===== config.mk =====
export PLATFORM = sky130hd
export DESIGN_NAME = time_tmr_lock_voter
export DESIGN_NICKNAME = d
export VERILOG_FILES = /design/src/rtl/time_tmr_lock_voter.sv
export SDC_FILE = /design/constraint.sdc
export NUM_CORES = 1
export LEC_CHECK = 0
export BUFFER_PORTS_ARGS = -buffer_cell sky130_fd_sc_hd__clkbuf_2
export CAP_MARGIN = 40
export CORE_MARGIN = 4
export CORE_UTILIZATION = 45
export DETAILED_ROUTE_END_ITERATION = 12
export PLACE_DENSITY = 0.7
export RECOVER_POWER = 50
export SETUP_SLACK_MARGIN = 0.05
export SLEW_MARGIN = 20
export SYNTH_ARGS = -nofsm -noshare
export SYNTH_HDL_FRONTEND = slang
export SYNTH_SLANG_ARGS = --single-unit
export TNS_END_PERCENT = 30

===== constraint.sdc =====
create_clock -name clk_i -period 7.9 [get_ports clk_i]
set_input_delay 0.79 -clock clk_i [delete_from_list [all_inputs] [get_ports clk_i]]
set_output_delay 0.79 -clock clk_i [all_outputs]
set_load 0.005 [all_outputs]

===== src/rtl/time_tmr_lock_voter.sv =====
// time_tmr_lock_voter: majority voter over three time-redundant copies sharing a group ID,
// with an arbiter lock while a group is open and an idle timeout that salvages two equal copies.
module time_tmr_lock_voter #(
  parameter int DataWidth   = 32,
  parameter int IDSize      = 4,
  parameter int LockTimeout = 5
) (
  input  logic                 clk_i,
  input  logic                 rst_i,
  input  logic                 enable_i,
  input  logic [DataWidth-1:0] data_i,
  input  logic [IDSize-1:0]    id_i,
  input  logic                 valid_i,
  output logic                 ready_o,
  output logic [DataWidth-1:0] data_o,
  output logic                 valid_o,
  input  logic                 ready_i,
  output logic                 lock_o,
  output logic                 fault_detected_o
);
  localparam int IW = $clog2(LockTimeout + 1);
  typedef enum logic [1:0] {EMPTY, ONE, TWO} state_t;
  state_t r_state, w_state_nx;
  logic [DataWidth-1:0] r_d0, r_d1, r_data, w_d0_nx, w_d1_nx, w_data_nx, w_maj;
  logic [IDSize-1:0] r_gid, r_last, w_gid_nx, w_last_nx;
  logic [IW-1:0] r_idle, w_idle_nx, w_inc;
  logic r_valid, r_fault, w_valid_nx, w_fault_nx, w_free, w_acc, w_to;
  assign w_free = ~r_valid | ready_i;
  assign w_acc = valid_i & w_free;
  assign w_maj = (r_d0 & r_d1) | (r_d0 & data_i) | (r_d1 & data_i);
  assign w_inc = (r_idle == IW'(LockTimeout)) ? r_idle : r_idle + 1'b1;
  assign w_to = w_inc == IW'(LockTimeout);
  assign ready_o = w_free;
  assign data_o = r_data;
  assign valid_o = r_valid;
  assign lock_o = r_state != EMPTY;
  assign fault_detected_o = r_fault;
  always_comb begin
    w_state_nx = r_state;
    w_d0_nx = r_d0;
    w_d1_nx = r_d1;
    w_gid_nx = r_gid;
    w_last_nx = r_last;
    w_idle_nx = r_idle;
    w_data_nx = r_data;
    w_valid_nx = r_valid & ~ready_i;
    w_fault_nx = 1'b0;
    if (!enable_i) begin
      w_state_nx = EMPTY;
      w_idle_nx = '0;
      if (w_acc) begin
        w_data_nx = data_i;
        w_valid_nx = 1'b1;
      end
    end else if (w_acc) begin
      w_idle_nx = '0;
      if (r_state == EMPTY) begin
        if (id_i != r_last) begin
          w_state_nx = ONE;
          w_d0_nx = data_i;
          w_gid_nx = id_i;
        end
      end else if (id_i != r_gid) begin
        w_fault_nx = 1'b1;
        w_state_nx = ONE;
        w_d0_nx = data_i;
        w_gid_nx = id_i;
      end else if (r_state == ONE) begin
        w_state_nx = TWO;
        w_d1_nx = data_i;
      end else begin
        w_state_nx = EMPTY;
        w_data_nx = w_maj;
        w_valid_nx = 1'b1;
        w_last_nx = r_gid;
        w_fault_nx = (r_d0 != r_d1) | (r_d0 != data_i);
      end
    end else if (r_state != EMPTY) begin
      if (!w_to) begin
        w_idle_nx = w_inc;
      end else if (r_state == TWO && r_d0 == r_d1) begin
        // two agreeing copies are still worth emitting, but only once the output slot is free
        w_idle_nx = w_free ? '0 : w_inc;
        if (w_free) begin
          w_state_nx = EMPTY;
          w_data_nx = r_d0;
          w_valid_nx = 1'b1;
          w_last_nx = r_gid;
          w_fault_nx = 1'b1;
        end
      end else begin
        w_state_nx = EMPTY;
        w_idle_nx = '0;
        w_fault_nx = 1'b1;
      end
    end
  end
  always_ff @(posedge clk_i or posedge rst_i) begin
    if (rst_i) begin
      r_state <= EMPTY;
      r_d0 <= '0;
      r_d1 <= '0;
      r_gid <= '0;
      r_last <= '1;
      r_idle <= '0;
      r_data <= '0;
      r_valid <= 1'b0;
      r_fault <= 1'b0;
    end else begin
      r_state <= w_state_nx;
      r_d0 <= w_d0_nx;
      r_d1 <= w_d1_nx;
      r_gid <= w_gid_nx;
      r_last <= w_last_nx;
      r_idle <= w_idle_nx;
      r_data <= w_data_nx;
      r_valid <= w_valid_nx;
      r_fault <= w_fault_nx;
    end
  end
endmodule


==> results.json, run 1 <==
{
  "crit_top_cell": "buf_4",
  "antenna_found_initial": 1,
  "cap_violations": 1,
  "status": "complete, but fails checks",
  "dpl.hpwl_mm": 10.48,
  "p_leak_nw": 3.627,
  "dpl_worst_slack_ns": 4.124,
  "synth_top_area_cell": "dfrtp_1",
  "synth.most_common_cell": "dfrtp_1",
  "synth_cells": 598,
  "yosys-top-cells-area": "dfrtp_1 40%, mux2_2 12%, ha_1 12%, mux2_4 6.7%, a21oi_1 5.0%",
  "clock_skew_ns": 0.01002,
  "critPathLaunch": "ready_i",
  "cp_max_fo": 72,
  "syn-mean-instance-area_sq_um": 11.20,
  "grtUsageMet3_pct": 3.766,
  "drc_errors": 0,
  "fill_cells": 1259,
  "fin_crit_sh_pct": 43.44,
  "critPathMaxStageDelay_ns": 0.62,
  "worst_pin_slew_ns": 1.618,
  "clkTransAtPathRegs_ns": 0.07,
  "crit_type": "in2reg",
  "syn-cell-area_sq_um": 6700,
  "setup_ws_ns": 4.469,
  "failed_checks": "capacitance limit, slew limit",
  "postCtsSetupRepairBufs": 0,
  "yosysWarnings": 0,
  "grt_usage_pct": 19.17,
  "vdd_drop_max_uv": 128.9,
  "initial_core_util_pct": 46.10,
  "powerDensity_nw_per_um2": 271.4,
  "clock-root-buffer": "clkbuf_16",
  "ant_nets": 0,
  "holdWs_ns": 0.5094,
  "min_from": "data_o[27]$_DFFE_PP0P_",
  "crit_chain": "clkbuf_2 -> nand2b_2 -> buf_4 -> and2_1 -> buf_4 -> o31ai_1 -> nor2_4 -> buf_16 -> mux2_2",
  "final_nets": 764,
  "clock_latency_ns": 0.36,
  "synthesis.nets": 705,
  "synth_common_cells": "107 x dfrtp_1, 74 x mux2_2, 67 x a21oi_1, 66 x ha_1, 37 x nand2_1",
  "use_met1_pct": 25.73,
  "dieWidth_microns": 130.0,
  "ctsHoldBuffers": 0,
  "worstPathArrival_ns": 3.67,
  "fmax_mhz": 291.4,
  "fp.dieH_microns": 130.0,
  "reg2reg_slack_ns": 4.61,
  "fp.coreArea_sq_um": 14530,
  "r2r_start": "valid_o$_DFF_PP0_",
  "gr-usage-met2_pct": 30.63,
  "holdPathEnd": "data_o[27]$_DFFE_PP0P_",
  "r2r-end": "r_d0[12]$_DFFE_PP0P_",
  "final_max_slew_viol_count": 37,
  "endpoint_kind": "register",
  "critPathRequiredTime_ns": 8.14,
  "worst_path_max_delay_cell": "buf_4",
  "place_area_sq_um": 7247,
  "cp_num_buf_inv": 4,
  "hold_depth": 1,
  "ios": 77,
  "clockBufferDepth": 2,
  "setup_viol": 0,
  "grt_pass1_wl_mm": 25.87,
  "synthDominantCellAreaShare_pct": 39.96,
  "min_period_ns": 3.431,
  "io_buffers": 76,
  "synth-seq-cells": 111,
  "cts-resized-gates": 0,
  "vias": 5028,
  "yosysSeqAreaShare_pct": 41.53,
  "place_inst": 830,
  "busiest_layer": "met2",
  "layout-drive-gt1-share_pct": 31.42,
  "cts_buffers": 9,
  "min_path_type": "reg2reg",
  "ys_async_sr_fraction_pct": 100.0,
  "gp_congestion": 0.8015,
  "synth_edf_count": 0,
  "rows": 44,
  "wire_per_inst_microns": 18.54,
  "grt_pass1_vias": 5132,
  "finalNonFillerCells": 846,
  "h-tree-depth": 3,
  "die-area_sq_um": 16910,
  "first_pass_iters": 5,
  "synth_ff_type": "dfrtp_1",
  "fin_area_sq_um": 7585,
  "area_delta_synth_final_pct": 13.20,
  "yosys.cell_types.count": 48,
  "setup_tns_ns": 0,
  "viasPerCell": 5.943,
  "cts_tree": "built",
  "drt_iter0_drc": 481,
  "n_antenna_cell": 0,
  "cts_sinks": 111,
  "r2r_cells": 8,
  "slew_headroom_pct": -8.438,
  "critPathTopFamily": "buffers and inverters",
  "finalHoldViolCount": 0,
  "start_kind": "input port",
  "rsz0062_at_grt": "false",
  "grt-ovfl-total": 0,
  "wirelength_mm": 15.68,
  "grt_max_degree": 79
}
-- final cells by class --
type | instances | area (sq um) | area share, %
multi-input combinational | 444 | 3721 | 49.06
sequential | 111 | 2783 | 36.69
timing repair buffer | 85 | 471.7 | 6.219
clock buffer | 10 | 239.0 | 3.151
tap | 184 | 230.2 | 3.035
clock inverter | 6 | 116.4 | 1.534
inverter | 6 | 23.77 | 0.3134
-- cell families (layout without fill, tap and decap cells) --
| logic type | Yosys count | after routing | share of synthesized area, % |
|---|---|---|---|
| simple gates | 146 | 146 | 10.98 |
| compound gates | 120 | 120 | 11.82 |
| flops | 111 | 111 | 41.53 |
| mux | 104 | 104 | 19.16 |
| fa+ha+maj | 66 | 66 | 12.32 |
| buf+inv | 43 | 107 | 3.137 |
| xor+xnor | 8 | 8 | 1.046 |
-- through the flow --
step	util (%)	power, W
floorplan	-	0.001303
global placement	49.48	0.001486
global route	52.19	0.002192
CTS	52.31	0.002082
detailed placement	49.86	0.001531
finish	52.19	0.002058
-- flip-flops by register name (all words and copies together), names as in the netlist --
name / count
fault_detected_o: 1
r_last: 4
r_d1: 32
r_idle: 3
data_o: 32
r_gid: 4
valid_o: 1
r_d0: 32
r_state: 2
-- per-layer routing --
| layer | part of all wire (%) | vias to the layer above |
|---|---|---|
| met5 | 0.077 | - |
| met1 | 44 | 2518 |
| met3 | 4.7 | 31 |
| met2 | 49 | 147 |
| li1 | - | 2330 |
| met4 | 2.3 | 2 |
-- worst max-delay path by stage --
stage                                 end  slack, ns  depth (start not counted)
finish               r_d0[12]$_DFFE_PP0P_       4.47                          9
global route         r_d0[12]$_DFFE_PP0P_       4.32                          9
CTS                  r_d0[12]$_DFFE_PP0P_       4.50                          9
detailed placement   r_d0[12]$_DFFE_PP0P_       4.12                          9
global placement     r_d0[10]$_DFFE_PP0P_       3.98                          8
floorplan           data_o[0]$_DFFE_PP0P_       4.19                          1
-- layout by cell type, fill, tap and decap left out, types with 4 or more instances in the layout --
cell type and n:
dfrtp_1 107, mux2_2 74, a21oi_1 67, ha_1 66
clkbuf_2 66, nand2_1 37, nand3_1 34, nor2_1 33
a22o_1 32, mux2_4 30, nor4_1 17, clkbuf_1 11
clkbuf_16 9, xnor2_1 7, buf_4 6, nand4_1 5
inv_1 5, dfstp_2 4
-- power breakdown --
group          leakage, nW  internal, W  switching [W]
sequential            1.38     0.000737       0.000137
clock                0.173     0.000321       0.000222
combinational         2.07     0.000354       0.000286
total                 3.63      0.00141       0.000646
Note: power is estimated with default switching activity, not from simulation.
==> run 2, diff against run 1 <==
--- a/config.mk
+++ b/config.mk
@@ -5,12 +5,13 @@
 export SDC_FILE = /design/constraint.sdc
 export NUM_CORES = 1
 export LEC_CHECK = 0
+export ABC_AREA = 1
 export BUFFER_PORTS_ARGS = -buffer_cell sky130_fd_sc_hd__clkbuf_2
 export CAP_MARGIN = 40
 export CORE_MARGIN = 4
 export CORE_UTILIZATION = 45
 export DETAILED_ROUTE_END_ITERATION = 12
-export PLACE_DENSITY = 0.7
+export PLACE_DENSITY = 0.73
 export RECOVER_POWER = 50
 export SETUP_SLACK_MARGIN = 0.05
 export SLEW_MARGIN = 20
==> constraint.sdc (replaced) <==
create_clock -name clk_i -period 3.12 [get_ports clk_i]
set_input_delay 0.312 -clock clk_i [delete_from_list [all_inputs] [get_ports clk_i]]
set_output_delay 0.312 -clock clk_i [all_outputs]
set_load 0.005 [all_outputs]
==> run 2 against run 1 <==
  * The flow still finishes with violations (capacitance limit, slew limit)
  * Core utilization shrank 0.35 points
  * Global-route usage decreased by 0.51 points
  * Wire length down 8.1%
  * First-iteration DRC count fell by 26%
  * Clock power is 100% higher
  * Die area decreased by 5.2%
  * Count of clock-buffer cells in the layout rose by 1
  * Area after synthesis shrank 5.5%
  * Sequential share of layout area is 2.1 points higher
  * Combinational power grew 89%
  * Critical path type is now reg2reg
  * Largest cell class unchanged
==> results.json, run 2 <==
{
  "cts_buffers": 9,
  "h-tree-depth": 3,
  "r2r_start": "r_d0[3]$_DFFE_PP0P_",
  "first_pass_iters": 5,
  "critPathLaunch": "r_d0[3]$_DFFE_PP0P_",
  "die-area_sq_um": 16030,
  "synth-seq-cells": 111,
  "wire_per_inst_microns": 14.09,
  "yosysWarnings": 0,
  "clkTransAtPathRegs_ns": 0.07,
  "synth_common_cells": "215 x nand2_1, 126 x o21ai_0, 107 x dfrtp_1, 66 x ha_1, 52 x inv_1",
  "cts_sinks": 111,
  "ys_async_sr_fraction_pct": 100.0,
  "status": "complete, but fails checks",
  "layout_commonest_cell": "nand2_1",
  "p_leak_nw": 3.690,
  "dieWidth_microns": 126.6,
  "synth_top_area_cell": "dfrtp_1",
  "fin_crit_sh_pct": 80.53,
  "fin_area_sq_um": 7168,
  "grt_max_degree": 79,
  "clock_skew_ns": 0.01037,
  "place_inst": 1004,
  "grt-ovfl-total": 0,
  "powerDensity_nw_per_um2": 616.7,
  "finalHoldViolCount": 0,
  "n_antenna_cell": 0,
  "crit_type": "reg2reg",
  "initial_core_util_pct": 45.80,
  "critPathRequiredTime_ns": 3.37,
  "place_area_sq_um": 6898,
  "ios": 77,
  "dpl.hpwl_mm": 10.04,
  "io_buffers": 76,
  "cts-resized-gates": 0,
  "holdWs_ns": 0.2237,
  "clock_latency_ns": 0.36,
  "wirelength_mm": 14.40,
  "layout-drive-gt1-share_pct": 12.23,
  "antenna_found_initial": 0,
  "grt_pass1_vias": 5071,
  "grt_pass1_wl_mm": 24.60,
  "fp.coreArea_sq_um": 13830,
  "fill_cells": 1351,
  "syn-mean-instance-area_sq_um": 8.181,
  "viasPerCell": 5.150,
  "endpoint_kind": "register",
  "setup_tns_ns": 0,
  "slew_headroom_pct": -18.52,
  "worst_pin_slew_ns": 1.778,
  "vdd_drop_max_uv": 262.8,
  "synthesis.nets": 881,
  "start_kind": "register",
  "cap_violations": 1,
  "final_max_slew_viol_count": 32,
  "clockBufferDepth": 2,
  "worstPathArrival_ns": 2.76,
  "fmax_mhz": 398.0,
  "area_delta_synth_final_pct": 13.20,
  "vias": 5263,
  "yosys.cell_types.count": 25,
  "synth.most_common_cell": "nand2_1",
  "final_nets": 944,
  "setup_viol": 0,
  "gp_congestion": 0.8366,
  "yosys-top-cells-area": "dfrtp_1 42%, ha_1 13%, nand2_1 13%, o21ai_0 10%, nand3_1 4.0%",
  "grt_usage_pct": 18.66,
  "synth_cells": 774,
  "rows": 43,
  "min_period_ns": 2.512,
  "cts_tree": "built",
  "fp.dieH_microns": 126.6,
  "min_path_type": "in2reg",
  "clock-root-buffer": "clkbuf_16",
  "synthDominantCellAreaShare_pct": 42.28,
  "final_cell_mix": "215 x nand2_1, 126 x o21ai_0, 107 x dfrtp_1, 66 x ha_1, 62 x clkbuf_2",
  "failed_checks": "capacitance limit, slew limit",
  "cp_max_fo": 24,
  "syn-cell-area_sq_um": 6332,
  "rsz0062_at_grt": "false",
  "ant_nets": 0,
  "yosysSeqAreaShare_pct": 43.94,
  "drt_iter0_drc": 356,
  "synth_edf_count": 0,
  "total_power_w": 0.004421,
  "synth_ff_type": "dfrtp_1",
  "drc_errors": 0,
  "finalNonFillerCells": 1022,
  "min_from": "data_i[12]"
}
[run 2: changes by cell type after synthesis, sizes merged, moves of 6 or more]
cell,previous run,this run
nand2,37,216
o21ai,3,136
mux2,104,0
a21oi,67,5
inv,6,55
a22o,32,0
o211ai,4,33
nor4,19,0
nand3,34,51
nor2,35,52
buf,16,26
clkbuf,21,11
xnor2,7,1
[run 2: worst paths after layout]
path	to	cells after the start	slack (ns)
worst min register to register	data_o[21]$_DFFE_PP0P_	2	0.47
min in group asynchronous	r_last[2]$_DFFE_PP1P_	3	0.54
max in group asynchronous	r_d0[18]$_DFFE_PP0P_	5	0.78
worst max-delay path	data_o[15]$_DFFE_PP0P_	13	0.61
worst min-delay path	r_d0[12]$_DFFE_PP0P_	3	0.22
worst max register to register	data_o[15]$_DFFE_PP0P_	13	0.61
[run 2: where the power goes]
group / internal (W) / leakage (nW) / switching (W) / total, W
logic: 0.000523 / 2.12 / 0.000686 / 0.00121
clock network: 0.000563 / 0.132 / 0.000537 / 0.00110
registers: 0.00182 / 1.43 / 0.000295 / 0.00211
total: 0.00290 / 3.69 / 0.00152 / 0.00442
[run 2: logic make-up after synthesis]
group | Yosys count | synth area share [%]
XOR/XNOR | 6 | 0.8299
AO/OA/AOI/OAI | 175 | 15.39
adder cells (fa/ha/maj) | 66 | 13.04
AND/OR/NAND/NOR | 324 | 20.69
flip-flops | 111 | 43.94
buffers and inverters | 92 | 6.106
[run 2: worst max-delay path: stages, from the launching register on]
cell and delay, ns:
dfrtp_1 0.42, ha_1 0.30, nor2_1 0.12, nand2_1 0.08
nor2_1 0.14, nand2_1 0.11, nor2_1 0.25, nand3_1 0.14
nand2_1 0.11, buf_4 0.28, nand2_1 0.11, buf_4 0.22
nand2_1 0.07, nand2_1 0.04
[run 2: stage by stage]
step / utilization [%] / worst slack, ns
6_report: 51.84 / 0.6075
5_1_grt: 51.84 / 0.3476
4_1_cts: 51.89 / 0.5548
3_5_place_dp: 49.89 / 0.5829
3_3_place_gp: 49.89 / 0.6507
2_1_floorplan: - / 1.305
[run 2: per-layer routing]
layer | vias up | GRT usage, % | share of wire, %
met2 | 104 | 30.35 | 47
met3 | 11 | 3.326 | 4.6
met5 | - | 0 | 0
met4 | 0 | 4.795 | 1.2
met1 | 2427 | 25.95 | 47
li1 | 2721 | - | -
[run 2: final cells by class]
class | instances | area, sq um | area share [%]
Inverter | 55 | 207.7 | 2.898
Timing Repair Buffer | 89 | 496.7 | 6.930
Tap cell | 180 | 225.2 | 3.142
Sequential cell | 111 | 2783 | 38.82
Multi-Input combinational cell | 571 | 3179 | 44.35
Clock inverter | 5 | 33.78 | 0.4713
Clock buffer | 11 | 242.7 | 3.386
[run 2: repair_timing]
action	4_1_cts	5_1_grt
setup buffers	0	0
hold endpoints to repair	0	2
hold buffers	0	1
